### src/rtl/mmc3_irq_unit.sv
// MMC3 scanline IRQ: filtered PPU A12 edge counter with reload/enable regs.
// Define MMC3_IRQ_ALT_EN for the older-revision IRQ trigger rule.
module mmc3_irq_unit (
    input  logic       m2,
    input  logic       rst_n,
    input  logic       reg_wr,
    input  logic [1:0] reg_sel,
    input  logic [7:0] reg_data,
    input  logic       ppu_a12,
    output logic       irq,
    output logic [7:0] irq_counter
);

    logic       a12_m;
    logic       a12_s;
    logic       a12_q;
    logic [1:0] low_cnt;
    logic       clk_ev;

    logic [7:0] counter;
    logic [7:0] reload_val;
    logic       reload_flag;
    logic       irq_en;
    logic       irq_pending;

    logic       wr_latch;
    logic       wr_reload;
    logic       wr_dis;
    logic       wr_en;

    logic [7:0] rv_eff;
    logic [7:0] cnt_nxt;
    logic       flag_nxt;
    logic       do_reload;
    logic       ev_fire;
    logic       en_nxt;
    logic       pend_nxt;

    always_comb begin
        wr_latch  = 1'b0;
        wr_reload = 1'b0;
        wr_dis    = 1'b0;
        wr_en     = 1'b0;
        if (reg_wr) begin
            unique case (reg_sel)
                2'b00: wr_latch  = 1'b1;
                2'b01: wr_reload = 1'b1;
                2'b10: wr_dis    = 1'b1;
                2'b11: wr_en     = 1'b1;
            endcase
        end
    end

    // A rise only counts after three consecutive low samples.
    assign clk_ev = a12_s & ~a12_q & (low_cnt == 2'd3);

    always_comb begin
        rv_eff    = wr_latch ? reg_data : reload_val;
        do_reload = (counter == 8'd0) | reload_flag;
        cnt_nxt   = counter;
        flag_nxt  = reload_flag;
        ev_fire   = 1'b0;
        if (wr_reload) begin
            cnt_nxt  = 8'd0;
            flag_nxt = 1'b1;
        end else if (clk_ev) begin
            if (do_reload) begin
                cnt_nxt  = rv_eff;
                flag_nxt = 1'b0;
            end else begin
                cnt_nxt = counter - 8'd1;
            end
`ifdef MMC3_IRQ_ALT_EN
            ev_fire = do_reload
                ? (reload_flag & (rv_eff == 8'd0))
                : (counter == 8'd1);
`else
            ev_fire = (cnt_nxt == 8'd0);
`endif
        end
    end

    always_comb begin
        en_nxt   = irq_en;
        pend_nxt = irq_pending | (ev_fire & irq_en);
        if (wr_en) en_nxt = 1'b1;
        if (wr_dis) begin
            en_nxt   = 1'b0;
            pend_nxt = 1'b0;
        end
    end

    always_ff @(posedge m2 or negedge rst_n) begin
        if (!rst_n) begin
            a12_m   <= 1'b0;
            a12_s   <= 1'b0;
            a12_q   <= 1'b0;
            low_cnt <= 2'd0;
        end else begin
            a12_m <= ppu_a12;
            a12_s <= a12_m;
            a12_q <= a12_s;
            if (a12_s)
                low_cnt <= 2'd0;
            else if (low_cnt != 2'd3)
                low_cnt <= low_cnt + 2'd1;
        end
    end

    always_ff @(posedge m2 or negedge rst_n) begin
        if (!rst_n) begin
            counter     <= 8'd0;
            reload_val  <= 8'd0;
            reload_flag <= 1'b0;
            irq_en      <= 1'b0;
            irq_pending <= 1'b0;
            irq         <= 1'b1;
        end else begin
            counter     <= cnt_nxt;
            reload_val  <= rv_eff;
            reload_flag <= flag_nxt;
            irq_en      <= en_nxt;
            irq_pending <= pend_nxt;
            irq         <= ~pend_nxt;
        end
    end

    assign irq_counter = counter;

endmodule

### config.mk
export PLATFORM = sky130hd
export DESIGN_NAME = mmc3_irq_unit
export DESIGN_NICKNAME = d
export VERILOG_FILES = /design/src/rtl/mmc3_irq_unit.sv
export SDC_FILE = /design/constraint.sdc
export NUM_CORES = 1
export LEC_CHECK = 0
export ABC_AREA = 0
export BUFFER_PORTS_ARGS = -buffer_cell sky130_fd_sc_hd__buf_2
export CORE_MARGIN = 3
export CORE_UTILIZATION = 40
export DETAILED_ROUTE_END_ITERATION = 16
export PLACE_DENSITY_LB_ADDON = 0.25
export SETUP_SLACK_MARGIN = 0.5
export SYNTH_ARGS = -nofsm -noshare
export SYNTH_HDL_FRONTEND = slang
export SYNTH_SLANG_ARGS = --single-unit
### constraint.sdc
create_clock -name m2 -period 2.6 [get_ports m2]
set_input_delay 0.13 -clock m2 [delete_from_list [all_inputs] [get_ports m2]]
set_output_delay 0.13 -clock m2 [all_outputs]
set_load 0.01 [all_outputs]
# == Word-level counts from Yosys, hierarchy flattened ==
# Index checks and enable logic that the tools add are counted.
# totals
reg_bits,25
out_inout_bits,9
# classes
add_sub_neg,2
n_eq_ne,5
muxes,24
n_bitwise,7
reduce_logical,8
# ops
operator,n
$mux 8,6
$logic_not 8->1,2
$mux 1,16
$reduce_bool 2->1,4
$sub 8x1->8 const B,1
$eq 2x2->1 const B,3
$mux 2,2
$and 1x1->1,3
$add 2x1->2 const B,1
$eq 2x1->1 const B,1
$logic_not 2->1,1
$ne 2x2->1 const B,1
$not 1->1,2
$or 1x1->1,2
$reduce_and 2->1,1

# == Longest topological paths before layout ==
# Gate-level depths: netlist (run 1).
# logic_depth
word_depth,14
mapped_depth,8
ltp_nobuf,8

# == Worst setup path before layout (run 1) ==
# Ideal clock, no wire load.
# synth_path
path_kind,register to register
startpoint,"reg counter[0], in the netlist irq_counter[0]"
endpoint,reg irq_pending
t_arrival_ps,1922
required_ps,2536
slack_ps,614
path_stages_with_launch,9
synth_period_minus_slack_ps,1986
path_cell_list,dfrtp_1 -> inv_1 -> ha_1 -> nor3b_2 -> a21oi_2 -> mux2_4 -> nor4_2 -> a41o_1 -> o21a_1
# synth_between
elab_chain_len,11
# synth_lines
element,line,source
from (decl),20,logic [7:0] counter;
from (signal assigned),119,counter <= cnt_nxt;
branches (longest 2 deep; another with $sub 8x1->8),--,
$mux 8 *,67,if (do_reload) begin
$mux 8 *,66,end else if (clk_ev) begin
$mux 8 *,63,if (wr_reload) begin
$logic_not 8->1 *,78,ev_fire = (cnt_nxt == 8'd0);
$mux 1 *,66,
$mux 1 *,63,
$and 1x1->1 *,85,pend_nxt = irq_pending | (ev_fire & irq_en);
$or 1x1->1 *,85,
$mux 1 *,87,if (wr_dis) begin
via pend_nxt,37,logic pend_nxt;
to (signal assigned),123,irq_pending <= pend_nxt;
to (decl),24,logic irq_pending;
# Mark *: on every way through the listed nets, which the timed path passes. The select of a mux whose other input is x is not followed.
# A chain may end at the register's enable or synchronous reset.

# == Final worst setup path (run 1) ==
# Ends and elaborated chain as after synthesis.

==> results.sh, run 1 <==
export IMPL_status="completed"
export IMPL_hold_viol=0
export IMPL_final_cell_mix="23 x dfrtp_1, 22 x buf_2, 15 x nand2_1"
export IMPL_cp_buffers_inverters=1
export IMPL_clock_skew_ps=2.929
export IMPL_drtIter0Drc=35
export IMPL_rsz0062_at_grt="true"
export IMPL_final_common_cell="dfrtp_1"
export IMPL_start_util_pct=42.11
export IMPL_port_buffers=22
export IMPL_finalNonFillerCells=197
export IMPL_final_max_slew_viol_count=0
export IMPL_pin_count=23
export IMPL_syn_nets=140
export IMPL_drt_drc_violations_left=0
export IMPL_synthAdderAreaFrac_pct=2.896
export IMPL_antenna_left=0
export IMPL_die_w_um=62.93
export IMPL_ys_seq_area_share_pct=48.36
export IMPL_synthMuxAreaShare_pct=11.97
export IMPL_synth_simple_area_share_pct=17.57
export IMPL_arrival_ps=2280
export IMPL_clk_pin_slew_worst_paths_ps=130
export IMPL_grt_max_degree=26
export IMPL_dr_pass1_iters=4
export IMPL_grt_util_met1_pct=19.36
export IMPL_synth_top_cell_area_share_pct=46.33
export IMPL_setup_ws_ps=579.2
export IMPL_crit_required_ps=2860
export IMPL_cts_root_buf="clkbuf_4"
export IMPL_synthXorXnorAreaFrac_pct=2.027
export IMPL_busiest_layer="met2"
export IMPL_critPathMaxFanout=7
export IMPL_vdd_drop_max_v=0.0003315
export IMPL_worst_pin_slew_ps=546.9
export IMPL_rows=20
export IMPL_antenna_cells=0
export IMPL_use_met3_pct=2.698
export IMPL_netlist_top_cells_area="dfrtp_1 46%, mux2_2 6.9%, nand2_1 4.3%"
export IMPL_critPathMaxStageDelay_ps=460
export IMPL_cts_tree="done"
export IMPL_wire_per_inst_um=14.26
export IMPL_synth_seq_cells=25
export IMPL_dieArea_mm2=0.003960
export IMPL_path_class="reg -> reg"
export IMPL_max_slew_margin_rel_pct=63.54
export IMPL_htreeDepth=1
export IMPL_p_per_area_mw_per_mm2=702.2
export IMPL_final_period_utilization_pct=77.72
export IMPL_met2_usage_pct=26.22
export IMPL_hold_class="in -> reg"
export IMPL_syn_to_final_growth_pct=21.33
export IMPL_crit_path_top_delay_cell="dfrtp_2"
export IMPL_setup_viol=0
export IMPL_synth_area_leader_cell="dfrtp_1"
export IMPL_synthDistinctLibCells=35
export IMPL_insertion_delay_ps=310
export IMPL_cts_sinks=25
export IMPL_routed_wl_um=2809
export IMPL_grt_antenna_before_repair=0
export IMPL_vias=1023
export IMPL_crit_path_end_kind="flip-flop"
export IMPL_start_kind="flip-flop"
export IMPL_synthesis_instances=123
export IMPL_fin_util_pct=51.10
export IMPL_max_clock_path_buffers=2
export IMPL_avgSynthCellArea_um2=10.54
export IMPL_grt_overflow=0
export IMPL_place_inst=187
export IMPL_synth_compound_area_share_pct=14.58
export IMPL_die_h_um=62.93
export IMPL_finalNetCount=171
export IMPL_finalSetupTns_ps=0
export IMPL_grt_pass1_vias=1045
export IMPL_pre_cts_ws_ps=508.7
export IMPL_core_region_area_mm2=0.003078
export IMPL_leakagePower_uw=0.0007150
export IMPL_crit_family="simple AND/OR/NAND/NOR gates"
export IMPL_hpwlAfterDp_um=2069
export IMPL_synth_top_family_by_area="simple AND/OR/NAND/NOR gates"
export IMPL_track_usage_pct=15.49
export IMPL_drive_gt1_share_pct=35.29
export IMPL_routabilityCongestion=0.8337
export IMPL_fin_crit_ps=2021
export IMPL_yosys_warnings=0
export IMPL_fin_hold_ws_ps=25.29
export IMPL_fmax_mhz=494.8
export IMPL_crit_chain="inv_2, ha_4, nor3b_4, a21oi_4, mux2_4, nor4_2, a41o_1, o21a_1"
export IMPL_synth_area_mm2=0.001296
export IMPL_avgViaCountPerCell=5.193
export IMPL_grt_pass1_wl_um=4892
export IMPL_cap_violations=0
export IMPL_numCtsBuffers=3
[report_power, final]
part           total [uW]  switching, uW  leakage (uW)  internal (uW)
clock                 170            113     0.0000177           57.5
combinational         419            210      0.000389            209
sequential            515           68.3      0.000308            446
total                1100            391      0.000715            713
[cell usage after synthesis]
library cell,number
o21ai_0,4
nor4_4,1
mux2_2,8
mux2_4,1
a31oi_1,2
dfrtp_1,24
xor2_1,2
nor3b_2,1
a21o_1,1
a41o_1,1
ha_1,3
a21o_2,1
nor4_2,1
or2_2,1
inv_1,4
nor2_1,9
a21oi_1,8
mux2i_1,5
xnor2_1,1
o21a_1,5
nor3_1,5
clkbuf_1,2
nand3b_1,3
a211oi_1,2
nor3b_1,2
dfstp_2,1
buf_1,1
buf_4,1
a2bb2oi_1,1
nand3_1,1
o211ai_1,1
and3b_1,2
nand2_1,15
a21oi_2,1
o22ai_1,2
[through the flow]
stage / power [uW] / area (um^2)
after floorplan: 770.2 / 1296
after global placement: 861.6 / 1458
after global routing: 1187 / 1573
after CTS: 1070 / 1519
final: 1104 / 1573
after detailed placement: 874.3 / 1458
[final timing paths]
path	startpoint	to	slack, ps	depth (start not counted)
worst min-delay path	reg_sel[0]	irq$_DFF_PN1_	30	2
worst min register to register	a12_m$_DFF_PN0_	a12_s$_DFF_PN0_	370	0
worst max-delay path	irq_counter[0]$_DFFE_PN0P_	irq_pending$_DFF_PN0_	580	8
min in group asynchronous	rst_n	reload_val[3]$_DFF_PN0_	320	2
max in group asynchronous	rst_n	irq_counter[0]$_DFFE_PN0P_	1890	2
worst max register to register	irq_counter[0]$_DFFE_PN0P_	irq_pending$_DFF_PN0_	580	8
[metal layers]
metal / share of wire, % / vias to the layer above
met5: 0 / -
met4: 0.96 / 0
met2: 50 / 24
li1: - / 499
met1: 44 / 496
met3: 4.2 / 4
[final cells by class]
| class | count | area (um^2) |
|---|---|---|
| Clock buffer | 3 | 22.52 |
| Clock inverter | 1 | 5.005 |
| Fill cell | 291 | 1505 |
| Inverter | 4 | 15.01 |
| Multi-Input combinational cell | 90 | 671.9 |
| Sequential cell | 25 | 628.1 |
| Tap cell | 44 | 55.05 |
| Timing Repair Buffer | 30 | 175.2 |
[state kept, by name, summed over array words and instances (netlist names)]
| signal | count |
|---|---|
| irq_counter | 8 |
| reload_val | 8 |
| low_cnt | 2 |
| a12_m | 1 |
| a12_q | 1 |
| a12_s | 1 |
| irq | 1 |
| irq_en | 1 |
| irq_pending | 1 |
| reload_flag | 1 |
[cells by family (layout without fill, tap and decap cells)]
family | after synthesis | in the layout
AND/OR/NAND/NOR | 41 | 41
multiplexers | 14 | 14
XOR/XNOR | 3 | 3
buffers and inverters | 8 | 38
AO/OA/AOI/OAI | 29 | 29
adder cells (fa/ha/maj) | 3 | 3
flip-flops | 25 | 25
[what timing repair did]
action	in CTS	in global routing
hold buffers	2	0
pin swaps	0	4
gates resized for setup	2	7
endpoints found under the hold margin	25	0
setup endpoints to repair	2	2
buffers inserted	0	4
Power figures use the tool's default switching activity.
==> run 2, diff against run 1 <==
ABC_AREA = 1   (was 0)
clock period = 1.85 ns   (was 2.6 ns; I/O delays follow)
==> run 2 against run 1 <==
Routed wire length is 12% higher; maximum frequency is 28% higher; die area is 2.6% higher; critical endpoint unchanged; area after synthesis is 2.9% higher; sequential power is 28% higher; core utilization is 5.3 points higher; sequential share of layout area is 4.3 points lower; via count is 22% higher; total power is 43% higher.
==> results.sh, run 2 <==
export IMPL_synth_edff_count=0
export IMPL_r2r_cells=10
export IMPL_core_region_area_mm2=0.003128
export IMPL_port_buffers=22
export IMPL_crit_top_cell="nand2_1"
export IMPL_max_slew_margin_rel_pct=63.06
export IMPL_max_clock_path_buffers=2
export IMPL_track_usage_pct=16.27
export IMPL_synth_area_mm2=0.001334
export IMPL_fmax_mhz=632.1
export IMPL_vias=1251
export IMPL_htreeDepth=1
export IMPL_routed_wl_um=3151
export IMPL_setup_viol=0
export IMPL_crit_path_top_delay_cell="dfrtp_1"
export IMPL_final_cell_mix="44 x nand2_1, 22 x inv_1, 22 x dfrtp_1, 22 x buf_2, 18 x nand3_1"
export IMPL_start_util_pct=42.64
export IMPL_antenna_cells=0
export IMPL_synthAdderAreaFrac_pct=2.814
export IMPL_synthMuxAreaShare_pct=0
export IMPL_netlist_top_cells_area="dfrtp_1 45%, nand2_1 14%, inv_1 7.0%"
export IMPL_cts_sinks=25
export IMPL_synth_area_leader_cell="dfrtp_1"
export IMPL_drt_drc_violations_left=0
export IMPL_crit_path_end_kind="flip-flop"
export IMPL_arrival_ps=1850
export IMPL_met2_usage_pct=27.90
export IMPL_hold_viol=0
export IMPL_dominantRegCellSynth="dfrtp_1"
export IMPL_finalNetCount=230
export IMPL_dieArea_mm2=0.004063
export IMPL_ys_seq_area_share_pct=47.00
export IMPL_synth_simple_area_share_pct=31.71
export IMPL_wire_per_inst_um=12.31
export IMPL_synth_seq_cells=25
export IMPL_grt_pass1_vias=1210
export IMPL_whs_path_depth=3
export IMPL_antenna_left=0
export IMPL_grt_antenna_before_repair=0
export IMPL_drtIter0Drc=53
export IMPL_synthesis_instances=167
export IMPL_synth_compound_area_share_pct=9.944
export IMPL_final_max_slew_viol_count=0
export IMPL_synthDistinctLibCells=22
export IMPL_fin_hold_ws_ps=33.52
export IMPL_synth_top_cell_area_share_pct=45.03
export IMPL_path_class="reg -> reg"
export IMPL_cp_buffers_inverters=1
export IMPL_yosys_warnings=0
export IMPL_cts_root_buf="clkbuf_4"
export IMPL_crit_family="simple AND/OR/NAND/NOR gates"
export IMPL_synth_top_family_by_area="simple AND/OR/NAND/NOR gates"
export IMPL_finalNonFillerCells=256
export IMPL_insertion_delay_ps=320
export IMPL_pin_count=23
export IMPL_cap_violations=0
export IMPL_vdd_drop_max_v=0.0004465
export IMPL_hold_class="in -> reg"
export IMPL_grt_overflow=0
export IMPL_grt_util_met1_pct=21.26
export IMPL_synthXorXnorAreaFrac_pct=0.6567
export IMPL_start_kind="flip-flop"
export IMPL_die_h_um=63.75
export IMPL_drive_gt1_share_pct=35.85
export IMPL_crit_chain="inv_2, ha_4, nand2_4, o21ai_4, nand2_1, nand2_1, nand2_1, nor2_2, nand3_2, a21oi_2"
export IMPL_rsz0062_at_grt="true"
export IMPL_final_period_utilization_pct=85.52
export IMPL_clock_skew_ps=7.054
export IMPL_grt_pass1_wl_um=5250
export IMPL_clk_pin_slew_worst_paths_ps=140
export IMPL_grt_max_degree=26
export IMPL_finalSetupTns_ps=0
export IMPL_critPathMaxStageDelay_ps=420
export IMPL_critPathMaxFanout=5
export IMPL_cp_depth=10
export IMPL_synth_common_cells="49 x nand2_1, 25 x inv_1, 24 x dfrtp_1, 18 x nand3_1, 13 x nor2_1"
export IMPL_synth_most_common_cell="nand2_1"
export IMPL_syn_nets=184
export IMPL_fin_crit_ps=1582
export IMPL_syn_to_final_growth_pct=32.27
export IMPL_p_per_area_mw_per_mm2=897.2
export IMPL_crit_required_ps=2120
export IMPL_synthArstFlopShare_pct=100.0
export IMPL_busiest_layer="met2"
export IMPL_use_met3_pct=1.933
export IMPL_avgViaCountPerCell=4.887
export IMPL_hpwlAfterDp_um=2249
export IMPL_routabilityCongestion=0.8670
export IMPL_status="completed"
export IMPL_worst_pin_slew_ps=554.1
export IMPL_final_common_cell="nand2_1"
export IMPL_cts_tree="done"
export IMPL_rows=20
export IMPL_die_w_um=63.75
export IMPL_dr_pass1_iters=4
export IMPL_leakagePower_uw=0.0009110
export IMPL_numCtsBuffers=3
export IMPL_place_inst=233
export IMPL_avgSynthCellArea_um2=7.987
==> run 2: timing repair <==
| item | 4_1_cts | 5_1_grt |
|---|---|---|
| hold buffers | 5 | 0 |
| gates resized for setup | 8 | 11 |
| pin swaps | 8 | 2 |
| buffers inserted | 11 | 3 |
| endpoints found under the hold margin | 28 | 0 |
| setup endpoints to repair | 10 | 11 |
==> run 2: report_power, final <==
group	leakage [uW]	switching, uW	internal [uW]
clock network	0.0000177	170	81.1
logic	0.000588	394	279
registers	0.000305	44.0	615
==> run 2: path summary, 6_finish.rpt <==
kind	start	end	slack [ps]
worst min register to register	a12_m$_DFF_PN0_	a12_s$_DFF_PN0_	370
min in group asynchronous	rst_n	irq_counter[1]$_DFFE_PN0P_	280
worst min-delay path	reg_data[4]	reload_val[4]$_DFF_PN0_	30
max in group asynchronous	rst_n	irq_counter[3]$_DFFE_PN0P_	1180
worst max-delay path	irq_counter[1]$_DFFE_PN0P_	irq_pending$_DFF_PN0_	270
worst max register to register	irq_counter[1]$_DFFE_PN0P_	irq_pending$_DFF_PN0_	270
==> run 2: cell type report <==
cell class / instances / area, um^2
fill: 296 / 1364
multi-input combinational: 116 / 685.7
sequential: 25 / 629.4
timing repair buffer: 42 / 272.8
inverter: 25 / 93.84
tap: 44 / 55.05
clock buffer: 3 / 22.52
clock inverter: 1 / 5.005
==> run 2: per-layer routing <==
layer | part of all wire (%) | wire length, um
met3 | 5.3 | 166
met2 | 49 | 1530
met4 | 2.1 | 65
met1 | 44 | 1388
met5 | 0 | 0
==> run 2: cell families (layout without fill, tap and decap cells) <==
group | after synthesis | count (layout)
adder cells (fa/ha/maj) | 3 | 3
XOR/XNOR | 1 | 1
AO/OA/AOI/OAI | 20 | 20
buffers and inverters | 26 | 71
AND/OR/NAND/NOR | 92 | 92
flip-flops | 25 | 25
==> run 2: worst min-delay path, delay by kind of cell <==
family | cells | cell delay [ps]
buffers and inverters | 1 | 80
and+or+nand+nor | 2 | 160
==> run 2: stage by stage <==
stage | instance area [um^2] | setup slack, ps | power, uW | utilization (%)
CTS | 1700 | 290.7 | 1520 | 54.36
floorplan | 1356 | 350.5 | 1054 | -
global placement | 1518 | 199.1 | 1180 | 48.52
global route | 1764 | 158.1 | 1701 | 56.40
finish | 1764 | 267.9 | 1583 | 56.40
detailed placement | 1518 | 117.8 | 1194 | 48.52
==> run 3, diff against run 2 <==
SETUP_SLACK_MARGIN = 0.15   (was 0.5)
==> run 3 against run 2 <==
Hold slack lost 0.59 ps; critical path depth is the same; critical endpoint unchanged; register-to-register slack got worse by 110 ps; sequential cell count stayed put; global-route usage shrank 0.80 points; critical path type unchanged.
==> results.sh, run 3 (synthesis gave the netlist of run 2 again) <==
export IMPL_p_per_area_mw_per_mm2=897.1
export IMPL_critPathMaxFanout=8
export IMPL_placed_cell_area_mm2=0.001503
export IMPL_vias=1168
export IMPL_met2_usage_pct=24.90
export IMPL_worst_pin_slew_ps=560.9
export IMPL_hold_class="in -> reg"
export IMPL_numCtsBuffers=3
export IMPL_syn_to_final_growth_pct=23.17
export IMPL_pwr_share_comb_pct=38.2
export IMPL_p_sw_share_pct=38.30
export IMPL_crit_path_end_kind="flip-flop"
export IMPL_final_period_utilization_pct=91.55
export IMPL_path_class="reg -> reg"
export IMPL_rsz0062_at_grt="true"
export IMPL_crit_chain="inv_2, ha_4, nand2_4, o21ai_4, nand2_1, nand2_1, nand2_1, nor2_2, nand3_2, a21oi_2"
export IMPL_insertion_delay_ps=320
export IMPL_start_util_pct=42.64
export IMPL_fmax_mhz=590.4
export IMPL_htreeDepth=1
export IMPL_p_clk_share_pct=17.0
export IMPL_antenna_left=0
export IMPL_drive_gt1_share_pct=29.21
export IMPL_fin_crit_ps=1694
export IMPL_crit_top_cell="nand2_1"
export IMPL_track_usage_pct=15.47
export IMPL_crit_required_ps=2110
export IMPL_max_clock_path_buffers=2
export IMPL_hpwlAfterDp_um=2176
export IMPL_core_region_area_mm2=0.003128
export IMPL_r2r_end="irq_pending$_DFF_PN0_"
export IMPL_finalSetupTns_ps=0
export IMPL_port_buffers=22
export IMPL_busiest_layer="met2"
export IMPL_cts_sinks=25
export IMPL_arrival_ps=1950
export IMPL_max_slew_margin_rel_pct=62.60
export IMPL_final_cell_mix="43 x nand2_1, 24 x dfrtp_1, 23 x inv_1"
export IMPL_finalNetCount=220
export IMPL_die_h_um=63.75
export IMPL_fin_hold_ws_ps=32.93
export IMPL_grt_util_met1_pct=21.55
export IMPL_drt_drc_violations_left=0
export IMPL_leakagePower_uw=0.0008549
export IMPL_clk_pin_slew_worst_paths_ps=150
export IMPL_status="completed"
export IMPL_whs_path_depth=3
export IMPL_grt_pass1_vias=1088
export IMPL_dr_pass1_iters=5
export IMPL_final_max_slew_viol_count=0
export IMPL_rows=20
export IMPL_dieArea_mm2=0.004063
export IMPL_final_common_cell="nand2_1"
export IMPL_hold_end="reload_val[4]$_DFF_PN0_"
export IMPL_grt_max_degree=26
export IMPL_pin_count=23
export IMPL_routabilityCongestion=0.8790
export IMPL_grt_overflow=0
export IMPL_reg2reg_slack_ps=160
export IMPL_netSwitchingPower_uw=564.4
export IMPL_hold_viol=0
export IMPL_antenna_cells=0
export IMPL_wire_per_inst_um=11.84
export IMPL_routed_wl_um=2912
export IMPL_avgViaCountPerCell=4.748
export IMPL_grt_antenna_before_repair=0
export IMPL_p_int_uw=909.3
export IMPL_clock_skew_ps=10.22
export IMPL_power_frac_seq_pct=44.9
export IMPL_start_kind="flip-flop"
export IMPL_setup_viol=0
export IMPL_drtIter0Drc=33
export IMPL_r2r_cells=10
export IMPL_r2r_start="irq_counter[0]$_DFFE_PN0P_"
export IMPL_grt_pass1_wl_um=4995
export IMPL_fin_area_mm2=0.001643
export IMPL_critPathMaxStageDelay_ps=440
export IMPL_fin_util_pct=52.52
export IMPL_use_met3_pct=2.636
export IMPL_crit_path_top_delay_cell="dfrtp_1"
export IMPL_vdd_drop_max_v=0.0003222
export IMPL_cts_tree="done"
export IMPL_cap_violations=0
export IMPL_cts_root_buf="clkbuf_4"
export IMPL_die_w_um=63.75
export IMPL_worstHoldStart="reg_data[4]"
-- run 3: what timing repair did --
action,4_1_cts,5_1_grt
hold buffers,5,0
endpoints found under the setup margin,2,6
pin swaps,1,11
resized for setup,0,14
hold endpoints to repair,28,0
buffers inserted,0,3
-- run 3: area by class of cell --
cell class | instances | area (um^2)
multi-input combinational | 116 | 641.9
clock buffer | 3 | 22.52
sequential | 25 | 626.9
inverter | 25 | 93.84
fill | 305 | 1485
clock inverter | 1 | 5.005
timing repair buffer | 32 | 197.7
tap | 44 | 55.05
-- run 3: metrics by stage --
step / setup WS [ps] / instances / power (uW)
2_1_floorplan: 273.7 / 167 / 1027
3_3_place_gp: 212.8 / 234 / 1161
3_5_place_dp: 166.6 / 234 / 1165
4_1_cts: 154.8 / 243 / 1418
5_1_grt: -13.07 / 246 / 1597
6_report: 156.2 / 246 / 1474
-- run 3: power by group through the flow --
stage                     registers, uW  clock network [uW]  logic [uW]
final                               661                 250         563
after CTS                           658                 253         507
after detailed placement            669                   0         497
after floorplan                     672                   0         355
after global placement              666                   0         496
after global routing                671                 287         639
-- run 3: worst max-delay path, delay by kind of cell, from the launching register on --
kind / cells / cell delay [ps]
and+or+nand+nor: 6 / 540
DFF: 1 / 440
AOI/OAI and AO/OA: 2 / 390
adders and majority gates: 1 / 150
buffers and inverters: 1 / 120
-- run 3: worst max path at each step --
stage	from	to	slack, ps
6_report	irq_counter[0]$_DFFE_PN0P_	irq_pending$_DFF_PN0_	160
5_1_grt	irq_counter[0]$_DFFE_PN0P_	irq$_DFF_PN1_	-10
4_1_cts	irq_counter[0]$_DFFE_PN0P_	irq_pending$_DFF_PN0_	150
3_5_place_dp	irq_counter[0]$_DFFE_PN0P_	irq$_DFF_PN1_	170
3_3_place_gp	irq_counter[0]$_DFFE_PN0P_	irq_pending$_DFF_PN0_	210
2_1_floorplan	irq_counter[0]$_DFFE_PN0P_	irq_pending$_DFF_PN0_	270
-- run 3: routing by layer --
metal / wire (um) / part of all wire, %
met1: 1419 / 49
met2: 1330 / 46
met3: 138 / 4.7
met4: 23 / 0.79
met5: 0 / 0
